<file path="src/rtl/led_frame_scheduler_if.sv">
// Handshake bundle between the frame scheduler, the visualizer and the LED driver.
// vis_start/drv_start are one-cycle request pulses. vis_dv is a one-cycle completion strobe.
// drv_done is a level that is high whenever the driver is idle.
interface led_frame_scheduler_if;
  logic vis_start;
  logic vis_dv;
  logic drv_start;
  logic drv_done;

  modport master (
    output vis_start,
    output drv_start,
    input  vis_dv,
    input  drv_done
  );

  modport slave (
    input  vis_start,
    input  drv_start,
    output vis_dv,
    output drv_done
  );
endinterface

</file>
<file path="src/rtl/led_frame_scheduler.sv">
// Frame sequencer: timer/trigger -> visualizer -> LED driver -> WS2801 latch gap.
// Define LED_FRAME_STATS_EN to build the frame/overrun statistics counters.
module led_frame_scheduler #(
  parameter int FRAME_CYCLES   = 208333,
  parameter int LATCH_CYCLES   = 6250,
  parameter int TIMEOUT_CYCLES = 131072
) (
  input  logic                        clk,
  input  logic                        rst,
  input  logic                        enable,
  input  logic                        trigger,
  input  logic                        clr_err,
  led_frame_scheduler_if.master       hs,
  output logic                        busy,
  output logic                        frame_tick,
  output logic                        overrun,
  output logic                        timeout_err,
  output logic [15:0]                 frame_count,
  output logic [7:0]                  overrun_count,
  output logic [2:0]                  dbg_state
);

  localparam int FW = $clog2(FRAME_CYCLES);
  localparam int LW = $clog2(LATCH_CYCLES + 1);
  localparam int WW = $clog2(TIMEOUT_CYCLES);

  localparam logic [FW-1:0] FRAME_LAST = FW'(FRAME_CYCLES - 1);
  localparam logic [LW-1:0] LATCH_LAST = LW'(LATCH_CYCLES - 1);
  localparam logic [WW-1:0] WAIT_LAST  = WW'(TIMEOUT_CYCLES - 1);

  localparam logic [2:0] S_IDLE      = 3'd0;
  localparam logic [2:0] S_VIS_START = 3'd1;
  localparam logic [2:0] S_VIS_WAIT  = 3'd2;
  localparam logic [2:0] S_DRV_START = 3'd3;
  localparam logic [2:0] S_DRV_ARM   = 3'd4;
  localparam logic [2:0] S_DRV_WAIT  = 3'd5;
  localparam logic [2:0] S_LATCH     = 3'd6;

  logic [FW-1:0] tmr_q, tmr_d;
  logic [2:0]    state_q, state_d;
  logic [WW-1:0] wait_q, wait_d;
  logic [1:0]    arm_q, arm_d;
  logic [LW-1:0] latch_q, latch_d;
  logic          busy_q, vis_start_q, drv_start_q;
  logic          overrun_q, overrun_d;
  logic          timeout_q, timeout_d;
  logic          request;
  logic          overrun_set;
  logic          timeout_set;

  // Free-running frame timer; held at zero while disabled.
  always_comb begin
    tmr_d = '0;
    if (enable && (tmr_q != FRAME_LAST)) tmr_d = tmr_q + 1'b1;
  end

  assign frame_tick  = enable && (tmr_q == FRAME_LAST);
  assign request     = frame_tick || trigger;
  assign overrun_set = frame_tick && (state_q != S_IDLE);

  always_comb begin
    state_d     = state_q;
    timeout_set = 1'b0;
    case (state_q)
      S_IDLE:      if (request) state_d = S_VIS_START;
      S_VIS_START: state_d = S_VIS_WAIT;
      S_VIS_WAIT: begin
        if (hs.vis_dv) begin
          state_d = S_DRV_START;
        end else if (wait_q == WAIT_LAST) begin
          timeout_set = 1'b1;
          state_d     = S_LATCH;
        end
      end
      S_DRV_START: state_d = S_DRV_ARM;
      // A driver that finishes before we can see done drop still gets a DRV_WAIT pass.
      S_DRV_ARM:   if (!hs.drv_done || (arm_q == 2'd3)) state_d = S_DRV_WAIT;
      S_DRV_WAIT: begin
        if (hs.drv_done) begin
          state_d = S_LATCH;
        end else if (wait_q == WAIT_LAST) begin
          timeout_set = 1'b1;
          state_d     = S_LATCH;
        end
      end
      S_LATCH:     if (latch_q == LATCH_LAST) state_d = S_IDLE;
      default:     state_d = S_IDLE;
    endcase
  end

  // Per-state counters restart from zero on every state entry.
  always_comb begin
    wait_d  = '0;
    arm_d   = '0;
    latch_d = '0;
    if (state_d == state_q) begin
      case (state_q)
        S_VIS_WAIT, S_DRV_WAIT: wait_d  = wait_q + 1'b1;
        S_DRV_ARM:              arm_d   = arm_q + 1'b1;
        S_LATCH:                latch_d = latch_q + 1'b1;
        default:                ;
      endcase
    end
  end

  always_comb begin
    overrun_d = overrun_q;
    timeout_d = timeout_q;
    if (clr_err) begin
      overrun_d = 1'b0;
      timeout_d = 1'b0;
    end
    if (overrun_set) overrun_d = 1'b1;
    if (timeout_set) timeout_d = 1'b1;
  end

  always_ff @(posedge clk or posedge rst) begin
    if (rst) begin
      tmr_q       <= '0;
      state_q     <= S_IDLE;
      wait_q      <= '0;
      arm_q       <= '0;
      latch_q     <= '0;
      busy_q      <= 1'b0;
      vis_start_q <= 1'b0;
      drv_start_q <= 1'b0;
      overrun_q   <= 1'b0;
      timeout_q   <= 1'b0;
    end else begin
      tmr_q       <= tmr_d;
      state_q     <= state_d;
      wait_q      <= wait_d;
      arm_q       <= arm_d;
      latch_q     <= latch_d;
      busy_q      <= (state_d != S_IDLE);
      vis_start_q <= (state_d == S_VIS_START);
      drv_start_q <= (state_d == S_DRV_START);
      overrun_q   <= overrun_d;
      timeout_q   <= timeout_d;
    end
  end

  assign busy         = busy_q;
  assign hs.vis_start = vis_start_q;
  assign hs.drv_start = drv_start_q;
  assign overrun      = overrun_q;
  assign timeout_err  = timeout_q;
  assign dbg_state    = state_q;

`ifdef LED_FRAME_STATS_EN
  logic        aborted_q, aborted_d;
  logic        frame_done;
  logic [15:0] frame_count_q, frame_count_d;
  logic [7:0]  overrun_count_q, overrun_count_d;

  // A frame that ended through a timeout still passes LATCH but does not count.
  assign frame_done = (state_q == S_LATCH) && (latch_q == LATCH_LAST) && !aborted_q;

  always_comb begin
    aborted_d = aborted_q;
    if (state_d == S_VIS_START) aborted_d = 1'b0;
    if (timeout_set)            aborted_d = 1'b1;

    frame_count_d   = clr_err ? 16'd0 : frame_count_q;
    overrun_count_d = clr_err ? 8'd0  : overrun_count_q;
    if (frame_done) frame_count_d = frame_count_d + 16'd1;
    if (overrun_set && (overrun_count_d != 8'hFF)) overrun_count_d = overrun_count_d + 8'd1;
  end

  always_ff @(posedge clk or posedge rst) begin
    if (rst) begin
      aborted_q       <= 1'b0;
      frame_count_q   <= '0;
      overrun_count_q <= '0;
    end else begin
      aborted_q       <= aborted_d;
      frame_count_q   <= frame_count_d;
      overrun_count_q <= overrun_count_d;
    end
  end

  assign frame_count   = frame_count_q;
  assign overrun_count = overrun_count_q;
`else
  assign frame_count   = '0;
  assign overrun_count = '0;
`endif

endmodule

</file>
<file path="src/flat_wrapper.sv">
// flat-port wrapper written by rule: the top's interface ports become plain ports
module led_frame_scheduler_flat 
#(
  parameter int FRAME_CYCLES   = 208333,
  parameter int LATCH_CYCLES   = 6250,
  parameter int TIMEOUT_CYCLES = 131072
)
  (clk, rst, enable, trigger, clr_err, busy, frame_tick, overrun, timeout_err, frame_count, overrun_count, dbg_state, hs_vis_start, hs_drv_start, hs_vis_dv, hs_drv_done);
  led_frame_scheduler_if hs_i ();
  input  logic clk;
  input  logic rst;
  input  logic enable;
  input  logic trigger;
  input  logic clr_err;
  output logic busy;
  output logic frame_tick;
  output logic overrun;
  output logic timeout_err;
  output logic [15:0] frame_count;
  output logic [7:0] overrun_count;
  output logic [2:0] dbg_state;
  output wire logic [$bits(hs_i.vis_start)-1:0] hs_vis_start;
  output wire logic [$bits(hs_i.drv_start)-1:0] hs_drv_start;
  input wire logic [$bits(hs_i.vis_dv)-1:0] hs_vis_dv;
  input wire logic [$bits(hs_i.drv_done)-1:0] hs_drv_done;
  assign hs_vis_start = hs_i.vis_start;
  assign hs_drv_start = hs_i.drv_start;
  assign hs_i.vis_dv = hs_vis_dv;
  assign hs_i.drv_done = hs_drv_done;
  led_frame_scheduler #(.FRAME_CYCLES(FRAME_CYCLES), .LATCH_CYCLES(LATCH_CYCLES), .TIMEOUT_CYCLES(TIMEOUT_CYCLES)) u_core (.clk(clk), .rst(rst), .enable(enable), .trigger(trigger), .clr_err(clr_err), .hs(hs_i), .busy(busy), .frame_tick(frame_tick), .overrun(overrun), .timeout_err(timeout_err), .frame_count(frame_count), .overrun_count(overrun_count), .dbg_state(dbg_state));
endmodule
</file>
<file path="config.mk">
export PLATFORM = sky130hd
export DESIGN_NAME = led_frame_scheduler_flat
export DESIGN_NICKNAME = d
export VERILOG_FILES = /design/src/rtl/led_frame_scheduler_if.sv /design/src/rtl/led_frame_scheduler.sv /design/src/flat_wrapper.sv
export SDC_FILE = /design/constraint.sdc
export NUM_CORES = 1
export LEC_CHECK = 0
export BUFFER_PORTS_ARGS = -buffer_cell sky130_fd_sc_hd__buf_4
export CAP_MARGIN = 20
export CORE_ASPECT_RATIO = 0.8
export CORE_MARGIN = 2
export CORE_UTILIZATION = 55
export CTS_CLUSTER_SIZE = 12
export DETAILED_ROUTE_END_ITERATION = 7
export GPL_TIMING_DRIVEN = 0
export HOLD_SLACK_MARGIN = 0.02
export PLACE_DENSITY = 0.73
export SYNTH_ARGS = -nofsm -noshare
export SYNTH_HDL_FRONTEND = slang
export SYNTH_SLANG_ARGS = --single-unit
</file>
<file path="constraint.sdc">
create_clock -name clk -period 3.3 [get_ports clk]
set_input_delay 0.66 -clock clk [delete_from_list [all_inputs] [get_ports clk]]
set_output_delay 0.66 -clock clk [all_outputs]
set_load 0.02 [all_outputs]
</file>
==> flow_metrics.env <==
export IMPL_use_met3_pct=7.47
export IMPL_start_kind="flop"
export IMPL_yosysWarnings=0
export IMPL_cts_tree="done"
export IMPL_synth_seq_cells=58
export IMPL_synth_edff_count=0
export IMPL_clock_latency_ns=0.34
export IMPL_status="finished clean"
export IMPL_holdWs_ns=0.337
export IMPL_tightest_slew_ns=0.637
export IMPL_leakagePower_nw=1.58
export IMPL_top_usage_layer="met2"
export IMPL_layout_common_cells="58 x dfrtp_1, 45 x nor2_1, 41 x buf_4, 24 x conb_1, 19 x nand3_1"
export IMPL_ys_async_sr_fraction_pct=100
export IMPL_dieHeight_um=71.2
export IMPL_path_clk_slew_ns=0.06
export IMPL_fin_setup_tns_ns=0
export IMPL_timing_final_crit_period_ns=2.86
export IMPL_hold_viol_final=0
export IMPL_via_count=2392
export IMPL_rr_endpoint="u_core.wait_q[7]"
export IMPL_peakVddDrop_v=0.000250
export IMPL_core_um2=5440
export IMPL_dieArea_um2=6260
export IMPL_clk_path_buf_depth=2
export IMPL_min_path_type="input port to async pin"
export IMPL_grt_max_degree=39
export IMPL_gp_congestion=0.883
export IMPL_cts_sinks=58
export IMPL_cts_htree_levels=3
export IMPL_antenna_cells=0
export IMPL_drive_above_1_share_pct=17.3
export IMPL_wirelength_mm=6.01
export IMPL_yosys_cell_types_count=48
export IMPL_overflow=0
export IMPL_drt_iter0_markers=73
export IMPL_fmax_mhz=350
export IMPL_grtUsageTotal_pct=21.7
export IMPL_numCtsBuffers=9
export IMPL_synthFlopType="dfrtp_1"
export IMPL_startpoint="u_core.wait_q[4]"
export IMPL_reg2reg_slack_ns=0.44
export IMPL_num_rows=24
export IMPL_drc=0
export IMPL_cp_max_fo=10
export IMPL_rr_worst_depth=9
export IMPL_rsz0062_at_grt="no"
export IMPL_initial_utilization_pct=57.1
export IMPL_finalCritPeriodShare_pct=86.6
export IMPL_worstSetupPathType="flop to flop"
export IMPL_io_pins=40
export IMPL_ant_nets=0
export IMPL_place_area_um2=3420
export IMPL_grt_pass1_wl_mm=10.4
export IMPL_grt_pass1_vias=2249
export IMPL_viasPerCell=5.20
export IMPL_grt_util_met2_pct=32.9
export IMPL_yosysSeqAreaShare_pct=46.8
export IMPL_post_cts_resize_count=0
export IMPL_area_growth_pct=15.5
export IMPL_crit_required_ns=3.52
export IMPL_final_setup_viol_count=0
export IMPL_slew_headroom_pct=57.1
export IMPL_dpl_hpwl_mm=4.30
export IMPL_fin_util_pct=65.9
export IMPL_cp_arrival_ns=3.08
export IMPL_port_buffer_count=15
export IMPL_skew_ns=0.00676
export IMPL_power_density_nw_per_um2=495
export IMPL_drtPass1Iterations=4
export IMPL_cp_endpoint="u_core.wait_q[7]"
export IMPL_netlist_area_um2=3100
export IMPL_fillers=439
export IMPL_r2r_start="u_core.wait_q[4]"
export IMPL_total_power_mw=1.77
export IMPL_grtUsageMet1_pct=29.7
export IMPL_finalMaxSlewViolations=0
export IMPL_design_area_um2=3580
export IMPL_root_buffer="clkbuf_8"
export IMPL_syn_inst=327
export IMPL_drv_cap=0
export IMPL_nets=391
export IMPL_post_cts_buffers=0
export IMPL_routedWlPerCell_um=13.1
export IMPL_cp_end_kind="flop"
export IMPL_die_w_um=88.0
export IMPL_antenna_found_initial=0
export IMPL_cts_hold_buf=0
export IMPL_final_common_cell="dfrtp_1"
export IMPL_syn_area_per_cell_um2=9.49
cells in the mapped netlist (2+ instances only):
library cell,instances,share of area (%)
nand2b_1,2,0.40
and3_1,7,1.4
buf_4,26,6.3
or3_1,5,1.0
nor4_1,8,1.6
nor4b_1,2,0.56
a21oi_1,8,1.3
o21ai_0,7,1.1
ha_1,7,2.8
nor3_1,12,1.9
buf_2,4,0.65
xnor2_1,18,5.1
inv_1,17,2.1
and4_1,3,0.85
dfrtp_1,58,47
nand3_1,19,3.1
xor2_1,16,4.5
nand2_1,14,1.7
nand4_1,13,2.6
o31ai_1,4,0.97
or4_1,3,0.73
clkbuf_1,3,0.36
o22ai_1,2,0.40
nor2_1,45,5.4
report_power, final:
part | internal (mW) | switching, mW | total, mW | leakage (nW)
registers | 0.757 | 0.0361 | 0.793 | 0.795
logic | 0.147 | 0.271 | 0.418 | 0.703
clock network | 0.293 | 0.271 | 0.564 | 0.0807
total | 1.20 | 0.579 | 1.77 | 1.58
flip-flops by register name (all words and copies together), names as in the netlist:
signal               count
u_core.tmr_q            18
u_core.timeout_err       1
u_core.overrun           1
u_core.hs.vis_start      1
u_core.hs.drv_start      1
u_core.latch_q          13
u_core.dbg_state         3
u_core.arm_q             2
u_core.busy              1
u_core.wait_q           17
worst min path at each step:
| stage | slack, ns | cells past startpoint | start | endpoint |
|---|---|---|---|---|
| after floorplan | 0.42 | 1 | u_core.arm_q[0] | u_core.arm_q[0] |
| after global placement | 0.44 | 1 | u_core.arm_q[0] | u_core.arm_q[0] |
| after detailed placement | 0.43 | 1 | u_core.arm_q[0] | u_core.arm_q[0] |
| after CTS | 0.34 | 2 | rst | u_core.tmr_q[12] |
| after global routing | 0.37 | 2 | rst | u_core.tmr_q[7] |
| final | 0.34 | 2 | rst | u_core.tmr_q[12] |
critical path, cell delays in order (launching register included):
cell and delay [ns]:
dfrtp_1 0.32, clkbuf_1 0.25, nand4_1 0.29, nor4_1 0.40, ha_1 0.29, nor2_1 0.09, and3_1 0.18, o22ai_1 0.48
buf_2 0.34, nor2_1 0.08
layout make-up:
type                    instances  area, µm²  share of cell area [%]
flip-flops and latches         58       1450                    40.5
multi-input cells             241       1440                    40.2
plain buffers                  34        231                    6.46
clock buffers                  14        153                    4.26
repair buffers                 16        133                    3.70
well taps                      78       97.6                    2.72
inverters                      17       63.8                    1.78
clock inverters                 2       12.5                   0.349
through the flow:
| step | worst slack, ns | instances |
|---|---|---|
| 6_report | 0.441 | 460 |
| 5_1_grt | 0.112 | 460 |
| 4_1_cts | 0.407 | 460 |
| 3_5_place_dp | 0.414 | 444 |
| 3_3_place_gp | 0.419 | 443 |
| 2_1_floorplan | 0.989 | 350 |
routing by layer:
| metal | vias up | part of all wire (%) |
|---|---|---|
| met5 | - | 0 |
| met4 | 0 | 1.2 |
| met3 | 7 | 5.1 |
| met2 | 51 | 45 |
| met1 | 1140 | 48 |
| li1 | 1194 | - |
cell families (layout without fill, tap and decap cells):
kind of cell | count (synthesis) | in the layout | share of synthesized area [%]
simple gates | 144 | 144 | 24.4
flops | 58 | 58 | 46.8
buf+inv | 51 | 83 | 9.52
xor+xnor | 34 | 34 | 9.60
compound gates | 32 | 32 | 6.70
fa+ha+maj | 7 | 7 | 2.82
other cells | 1 | 24 | 0.121
Note: power is estimated with default switching activity, not from simulation.
